$ cat src/rtl/multdiv_unit_pkg.sv
// Shared types and helpers for the HI/LO multiply/divide engine.
// Operation encoding, iteration count, request bundle, arithmetic helpers.
package multdiv_unit_pkg;

  localparam int DIV_ITERS = 32;

  typedef enum logic [1:0] {
    M_MULT  = 2'd0,
    M_MULTU = 2'd1,
    M_DIV   = 2'd2,
    M_DIVU  = 2'd3
  } multicycle_t;

  typedef struct packed {
    multicycle_t op;
    logic [31:0] a;
    logic [31:0] b;
  } md_req_t;

  function automatic logic is_div(
    input multicycle_t t
  );
    return (t == M_DIV) || (t == M_DIVU);
  endfunction

  function automatic logic is_sgn(
    input multicycle_t t
  );
    return (t == M_MULT) || (t == M_DIV);
  endfunction

  function automatic logic [31:0] abs32(
    input logic [31:0] v,
    input logic        sgn
  );
    return (sgn && v[31]) ? -v : v;
  endfunction

  // Full 64-bit product; signed operands are
  // sign-extended so the low 64 bits are exact.
  function automatic logic [63:0] mul64(
    input logic [31:0] x,
    input logic [31:0] y,
    input logic        sgn
  );
    logic [63:0] xe;
    logic [63:0] ye;
    xe = sgn ? {{32{x[31]}}, x} : {32'b0, x};
    ye = sgn ? {{32{y[31]}}, y} : {32'b0, y};
    return xe * ye;
  endfunction

endpackage

$ cat src/rtl/div_core_radix2.sv
// Unsigned 32/32 radix-2 restoring divider, one quotient bit per cycle.
// Ports: clk, reset, start, abort, dividend, divisor, busy, done, quot, rem.
module div_core_radix2
  import multdiv_unit_pkg::*;
(
  input  logic        clk,
  input  logic        reset,
  input  logic        start,
  input  logic        abort,
  input  logic [31:0] dividend,
  input  logic [31:0] divisor,
  output logic        busy,
  output logic        done,
  output logic [31:0] quot,
  output logic [31:0] rem
);

  localparam logic [5:0] LAST = 6'(DIV_ITERS - 1);

  logic [31:0] dvsr;
  logic [5:0]  cnt;

  logic [31:0] cur_rem;
  logic [31:0] cur_quot;
  logic [31:0] cur_dvsr;
  logic [32:0] tmp;
  logic        ge;
  logic [31:0] sub;
  logic [31:0] rem_nxt;
  logic [31:0] quot_nxt;

  // The first iteration runs on the start edge
  // straight from the operand inputs.
  always_comb begin
    cur_rem  = start ? 32'b0 : rem;
    cur_quot = start ? dividend : quot;
    cur_dvsr = start ? divisor : dvsr;
    tmp      = {cur_rem, cur_quot[31]};
    ge       = tmp >= {1'b0, cur_dvsr};
    // true difference is < 2^32 whenever ge
    sub      = tmp[31:0] - cur_dvsr;
    rem_nxt  = ge ? sub : tmp[31:0];
    quot_nxt = {cur_quot[30:0], ge};
  end

  assign done = busy && (cnt == LAST);

  always_ff @(posedge clk or posedge reset) begin
    if (reset) begin
      rem  <= '0;
      quot <= '0;
      dvsr <= '0;
      cnt  <= '0;
      busy <= 1'b0;
    end else if (abort) begin
      busy <= 1'b0;
    end else if (start || busy) begin
      rem  <= rem_nxt;
      quot <= quot_nxt;
      dvsr <= cur_dvsr;
      cnt  <= start ? 6'd1 : cnt + 6'd1;
      busy <= start || !done;
    end
  end

endmodule

$ cat src/rtl/multdiv_unit.sv
// Execute-stage multi-cycle HI/LO engine: MULT/MULTU/DIV/DIVU, one op at a time.
// Ports: clk, reset, valid_in/ready_out, mtype, a, b, flush, out_valid/out_ready, hi, lo.
module multdiv_unit
  import multdiv_unit_pkg::*;
#(
  parameter int MUL_LATENCY = 3
) (
  input  logic        clk,
  input  logic        reset,
  input  logic        valid_in,
  output logic        ready_out,
  input  logic [1:0]  mtype,
  input  logic [31:0] a,
  input  logic [31:0] b,
  input  logic        flush,
  output logic        out_valid,
  input  logic        out_ready,
  output logic [31:0] hi,
  output logic [31:0] lo
);

  typedef enum logic [2:0] {
    S_IDLE,
    S_MUL,
    S_DIV,
    S_FIX,
    S_DONE
  } state_t;

  localparam bit MUL_NOW = (MUL_LATENCY <= 1);
  localparam logic [7:0] MUL_LAST =
    8'((MUL_LATENCY > 1) ? MUL_LATENCY - 2 : 0);

  state_t      state;
  state_t      nxt;
  md_req_t     req;
  logic [7:0]  cnt;

  multicycle_t in_op;
  logic        accept;
  logic        in_div;
  logic        in_zero;
  logic        in_sgn;

  logic        core_start;
  logic        core_busy;
  logic        core_done;
  logic [31:0] core_quot;
  logic [31:0] core_rem;

  logic        q_neg;
  logic        r_neg;
  logic [31:0] q_fix;
  logic [31:0] r_fix;

  logic        load_zero;
  logic        load_now;
  logic        load_mul;
  logic        load_fix;

  assign ready_out = (state == S_IDLE);
  assign out_valid = (state == S_DONE);

  assign in_op   = multicycle_t'(mtype);
  assign accept  = valid_in && ready_out && !flush;
  assign in_div  = is_div(in_op);
  assign in_zero = (b == 32'b0);
  assign in_sgn  = is_sgn(in_op);

  assign core_start = accept && in_div && !in_zero;

  div_core_radix2 u_div (
    .clk      (clk),
    .reset    (reset),
    .start    (core_start),
    .abort    (flush),
    .dividend (abs32(a, in_sgn)),
    .divisor  (abs32(b, in_sgn)),
    .busy     (core_busy),
    .done     (core_done),
    .quot     (core_quot),
    .rem      (core_rem)
  );

  // Quotient truncates toward zero; the
  // remainder follows the dividend's sign.
  assign q_neg = is_sgn(req.op) && (req.a[31] ^ req.b[31]);
  assign r_neg = is_sgn(req.op) && req.a[31];
  assign q_fix = q_neg ? -core_quot : core_quot;
  assign r_fix = r_neg ? -core_rem : core_rem;

  always_ff @(posedge clk or posedge reset) begin
    if (reset) state <= S_IDLE;
    else       state <= nxt;
  end

  always_comb begin
    nxt = state;
    unique case (state)
      S_IDLE: begin
        if (accept) begin
          if (in_div)       nxt = in_zero ? S_DONE : S_DIV;
          else if (MUL_NOW) nxt = S_DONE;
          else              nxt = S_MUL;
        end
      end
      S_MUL:  if (cnt == MUL_LAST) nxt = S_DONE;
      S_DIV: begin
        if (core_done)      nxt = S_FIX;
        else if (!core_busy) nxt = S_IDLE;
      end
      S_FIX:  nxt = S_DONE;
      S_DONE: if (out_ready) nxt = S_IDLE;
      default: nxt = S_IDLE;
    endcase
    if (flush) nxt = S_IDLE;
  end

  assign load_zero = accept && in_div && in_zero;
  assign load_now  = accept && !in_div && MUL_NOW;
  assign load_mul  = (state == S_MUL) && !flush &&
                     (cnt == MUL_LAST);
  assign load_fix  = (state == S_FIX) && !flush;

  always_ff @(posedge clk or posedge reset) begin
    if (reset) begin
      req <= '0;
      cnt <= '0;
      hi  <= '0;
      lo  <= '0;
    end else begin
      if (accept) begin
        req <= '{op: in_op, a: a, b: b};
        cnt <= '0;
      end else if (state == S_MUL) begin
        cnt <= cnt + 8'd1;
      end
      unique case (1'b1)
        load_zero: begin
          hi <= a;
          lo <= '1;
        end
        load_now: {hi, lo} <= mul64(a, b, in_sgn);
        load_mul: {hi, lo} <= mul64(req.a, req.b, is_sgn(req.op));
        load_fix: begin
          hi <= r_fix;
          lo <= q_fix;
        end
        default: ;
      endcase
    end
  end

endmodule

$ cat config.mk
export PLATFORM = sky130hd
export DESIGN_NAME = multdiv_unit
export DESIGN_NICKNAME = d
export VERILOG_FILES = /design/src/rtl/multdiv_unit_pkg.sv /design/src/rtl/div_core_radix2.sv /design/src/rtl/multdiv_unit.sv
export SDC_FILE = /design/constraint.sdc
export NUM_CORES = 2
export LEC_CHECK = 0
export CORE_MARGIN = 3
export CORE_UTILIZATION = 45
export CTS_BUF_LIST = sky130_fd_sc_hd__clkbuf_8
export DETAILED_ROUTE_END_ITERATION = 8
export SKIP_CTS_REPAIR_TIMING = 1
export SYNTH_ARGS = -nofsm -noshare
export SYNTH_HDL_FRONTEND = slang
export SYNTH_SLANG_ARGS = --single-unit
$ cat constraint.sdc
create_clock -name clk -period 12.9 [get_ports clk]
set_input_delay 2.58 -clock clk [delete_from_list [all_inputs] [get_ports clk]]
set_output_delay 2.58 -clock clk [all_outputs]
set_load 0.05 [all_outputs]
==> impl_results.md <==
* Post-Route M1 WL at 81960 microns
* Area growth, synth to finish at 6.253%
* Routed len/inst at between 20 and 25 microns
* Drt total wl at ~190000 microns
* Htree depth at 2
* RD Place Congestion at between 0.9 and 1
* WS Path Type: reg -> reg
* Non-Filler Instances at 8623
* # IOs at around 140
* Die Footprint at between 0.1 and 0.15 sq mm
* Vias/cell at about 5.3
* Max Root-Sink Buffers at 3
* FMAX at 96.53 MHz
* Top delay family on crit path: adder cells
* #FFs+latches synth at ~240
* Post-synth EDFFs at 0
* Final hold violations at 0
* Die Height at between 300 and 400 microns
* Hold crit path type: reg -> reg
* Tmin final at 10.36 ns
* Mapped Nets at 8700
* Die Wd at around 380 microns
* Drt pass-1 iters at 6
* Nets at between 8000 and 9000
* Skew final at around 0.04 ns
* Mean cell area of the mapped netlist at just over 9 sq um
* Library cells used by synthesis at 76
* Slew @ Worst Pin at 1.083 ns
* Root buf cell: clkbuf_8
* Async SR Flop Fraction at 100.0%
* Met2 routed WL at between 80000 and 90000 microns
* Status: complete, no violations
* Drt drc at 0
* CTS tree: done
* Mapped cell area at between 0.06 and 0.07 sq mm
* CP max-delay cell: fa_1
* Top sig layer: met4
* Gr ovfl total at 0
* Vias in the first global route at 49680
* Worst path bufs/invs at 8
* I/O Buffers at between 100 and 150
* Vias after detailed routing at about 46000
* Filler cells at 13160
* Hpwl dp at approximately 150000 microns
* Register area at roughly 0.0061 sq mm
* Setup crit end kind: flip-flop
* Sequential area share after synthesis at 9.733%
* DRT antenna net count at 0
* Clock sink count at around 240
* Fraction of layout cells with a size suffix above 1 at under 10%
* Max incr delay on CP at 0.96 ns
* Type of origin of the critical path: flip-flop
* Synth Instances at 6861
* Starting DRC count in detailed routing at 3175
* Period utilisation layout at approximately 80%
* Max cap viols at 0
* Clock Pin Slew Worst Setup and Hold Paths at 0.06 ns
* First-pass GRT wire length at approximately 300000 microns
* Top FF cell, synth: dfrtp_1
* Multi-input combinational cell area at 0.04915 sq mm
* Unrepaired setup endpoints after global routing: false
* DR WL met3 at 12930 microns
* Arrival time of the worst setup path at 10.87 ns
* Worst rel slew slack at roughly 28%
* Total track usage at between 20% and 30%
* Final setup vio count at 0
* Setup TNS at 0 ns
* CTS buffer count at 44
* CP max FO at 35
* Cells after DPL at between 8000 and 9000
* Syn. warnings at 0
* Clock Latency Late Sink at between 0.6 and 0.7 ns
* Final Max Slew Viols at 0
* Initial antenna violation count at 6
* Worst EP required at roughly 13 ns
* Starting Density at between 40% and 50%
* # rows at about 140
* Most used cell, CP: fa_1
* Largest net degree at the start of global routing at just over 100
* Core area at ~0.14 sq mm
[per-layer routing]
metal,up-vias,track usage [%]
li1,20260,-
met1,23980,38.99
met5,-,0
met3,276,3.306
met4,0,8.392
met2,1609,44.29
[sequential cells by signal, indices dropped and copies added, names as in the netlist]
register    count
u_div.rem      32
u_div.dvsr     32
u_div.quot     32
lo             32
cnt             8
req            65
u_div.cnt       6
u_div.busy      1
state           3
hi             32
[cells by family after synthesis]
family | after synthesis | synth area share [%]
AOI/OAI and AO/OA | 702 | 7.230
and+or+nand+nor | 1938 | 15.03
DFF | 243 | 9.733
muxes | 5 | 0.08011
xor gates and xnor gates | 269 | 3.771
adders and majority gates | 1769 | 52.49
buffers and inverters | 1935 | 11.67
[worst register-to-register path, delay by kind of cell (launching register included)]
family / cells / cell delay (ns)
AND/OR/NAND/NOR: 2 / 0.38
XOR/XNOR: 1 / 0.13
buffers and inverters: 8 / 1.10
flip-flops: 1 / 0.36
AO/OA/AOI/OAI: 8 / 2.13
adder cells (fa/ha/maj): 11 / 6.15
[area by class of cell]
cell class | count | share of cell area [%]
Multi-Input combinational cell | 4683 | 74.05
Inverter | 1595 | 9.030
Clock inverter | 26 | 0.1904
Timing Repair Buffer | 229 | 3.103
Clock buffer | 52 | 1.078
Tap cell | 1794 | 3.381
Antenna cell | 1 | 0.003770
Sequential cell | 243 | 9.164
[cells in the mapped netlist, drive strengths merged, types with 11 or more instances]
cell | number | share of area (%)
inv | 1595 | 9.6
fa | 1420 | 46
nand2 | 852 | 5.1
and2 | 632 | 6.3
ha | 348 | 7.0
clkbuf | 317 | 1.9
nor2 | 247 | 1.5
dfrtp | 243 | 9.7
a21oi | 187 | 1.5
xnor2 | 174 | 2.4
o21ai | 156 | 1.2
xor2 | 95 | 1.3
a21o | 83 | 1.0
a31oi | 49 | 0.51
nor3 | 35 | 0.30
nand3 | 30 | 0.24
buf | 23 | 0.18
nand4 | 23 | 0.23
o31ai | 23 | 0.30
o22ai | 22 | 0.22
a22oi | 19 | 0.23
and3 | 19 | 0.19
nor2b | 19 | 0.20
o21bai | 19 | 0.25
nand2b | 18 | 0.18
o221ai | 18 | 0.25
nor4 | 17 | 0.18
or4 | 17 | 0.21
a211oi | 16 | 0.19
a221o | 16 | 0.26
o41ai | 16 | 0.22
o211ai | 13 | 0.16
o21a | 13 | 0.16
a221oi | 11 | 0.16
[cell usage in the layout (no fill, tap or decap), types with 18 or more instances in the layout]
master	count
nand2_1	849
clkdlybuf4s50_1	136
and3_1	18
o21ai_0	146
a21o_1	83
nand2b_1	18
inv_1	1609
nand4_1	23
clkbuf_8	52
ha_1	348
nor2_1	244
o22ai_1	22
a21oi_1	187
o21bai_1	18
a31oi_1	48
xnor2_1	174
nand3_1	28
o221ai_1	18
fa_1	1420
buf_4	93
and2_1	631
xor2_1	95
nor3_1	33
a22oi_1	19
o31ai_1	22
dfrtp_1	241
[stage by stage]
step / setup WS [ns] / util, % / hold WS [ns] / cell area, sq um
after floorplan: 3.478 / - / 0.4387 / 62470
after global placement: 2.733 / 47.61 / 0.4511 / 65540
after detailed placement: 2.667 / 47.61 / 0.4637 / 65540
after CTS: 2.595 / 48.22 / 0.4770 / 66380
after global routing: 1.998 / 48.22 / 0.5020 / 66380
final: 2.541 / 48.22 / 0.4738 / 66380
[worst paths after layout]
kind	cells after the start	to	slack [ns]	start
max in group asynchronous	4	req[13]	7.90	reset
worst max-delay path	30	hi[31]	2.54	req[63]
worst min-delay path	2	req[55]	0.47	req[55]
min in group asynchronous	2	cnt[1]	2.50	reset
worst min register to register	2	req[55]	0.47	req[55]
worst max register to register	30	hi[31]	2.54	req[63]
Power is left out: the tool's default activity adds up to more than one toggle a clock period on the data nets, which glitch-free logic cannot reach.
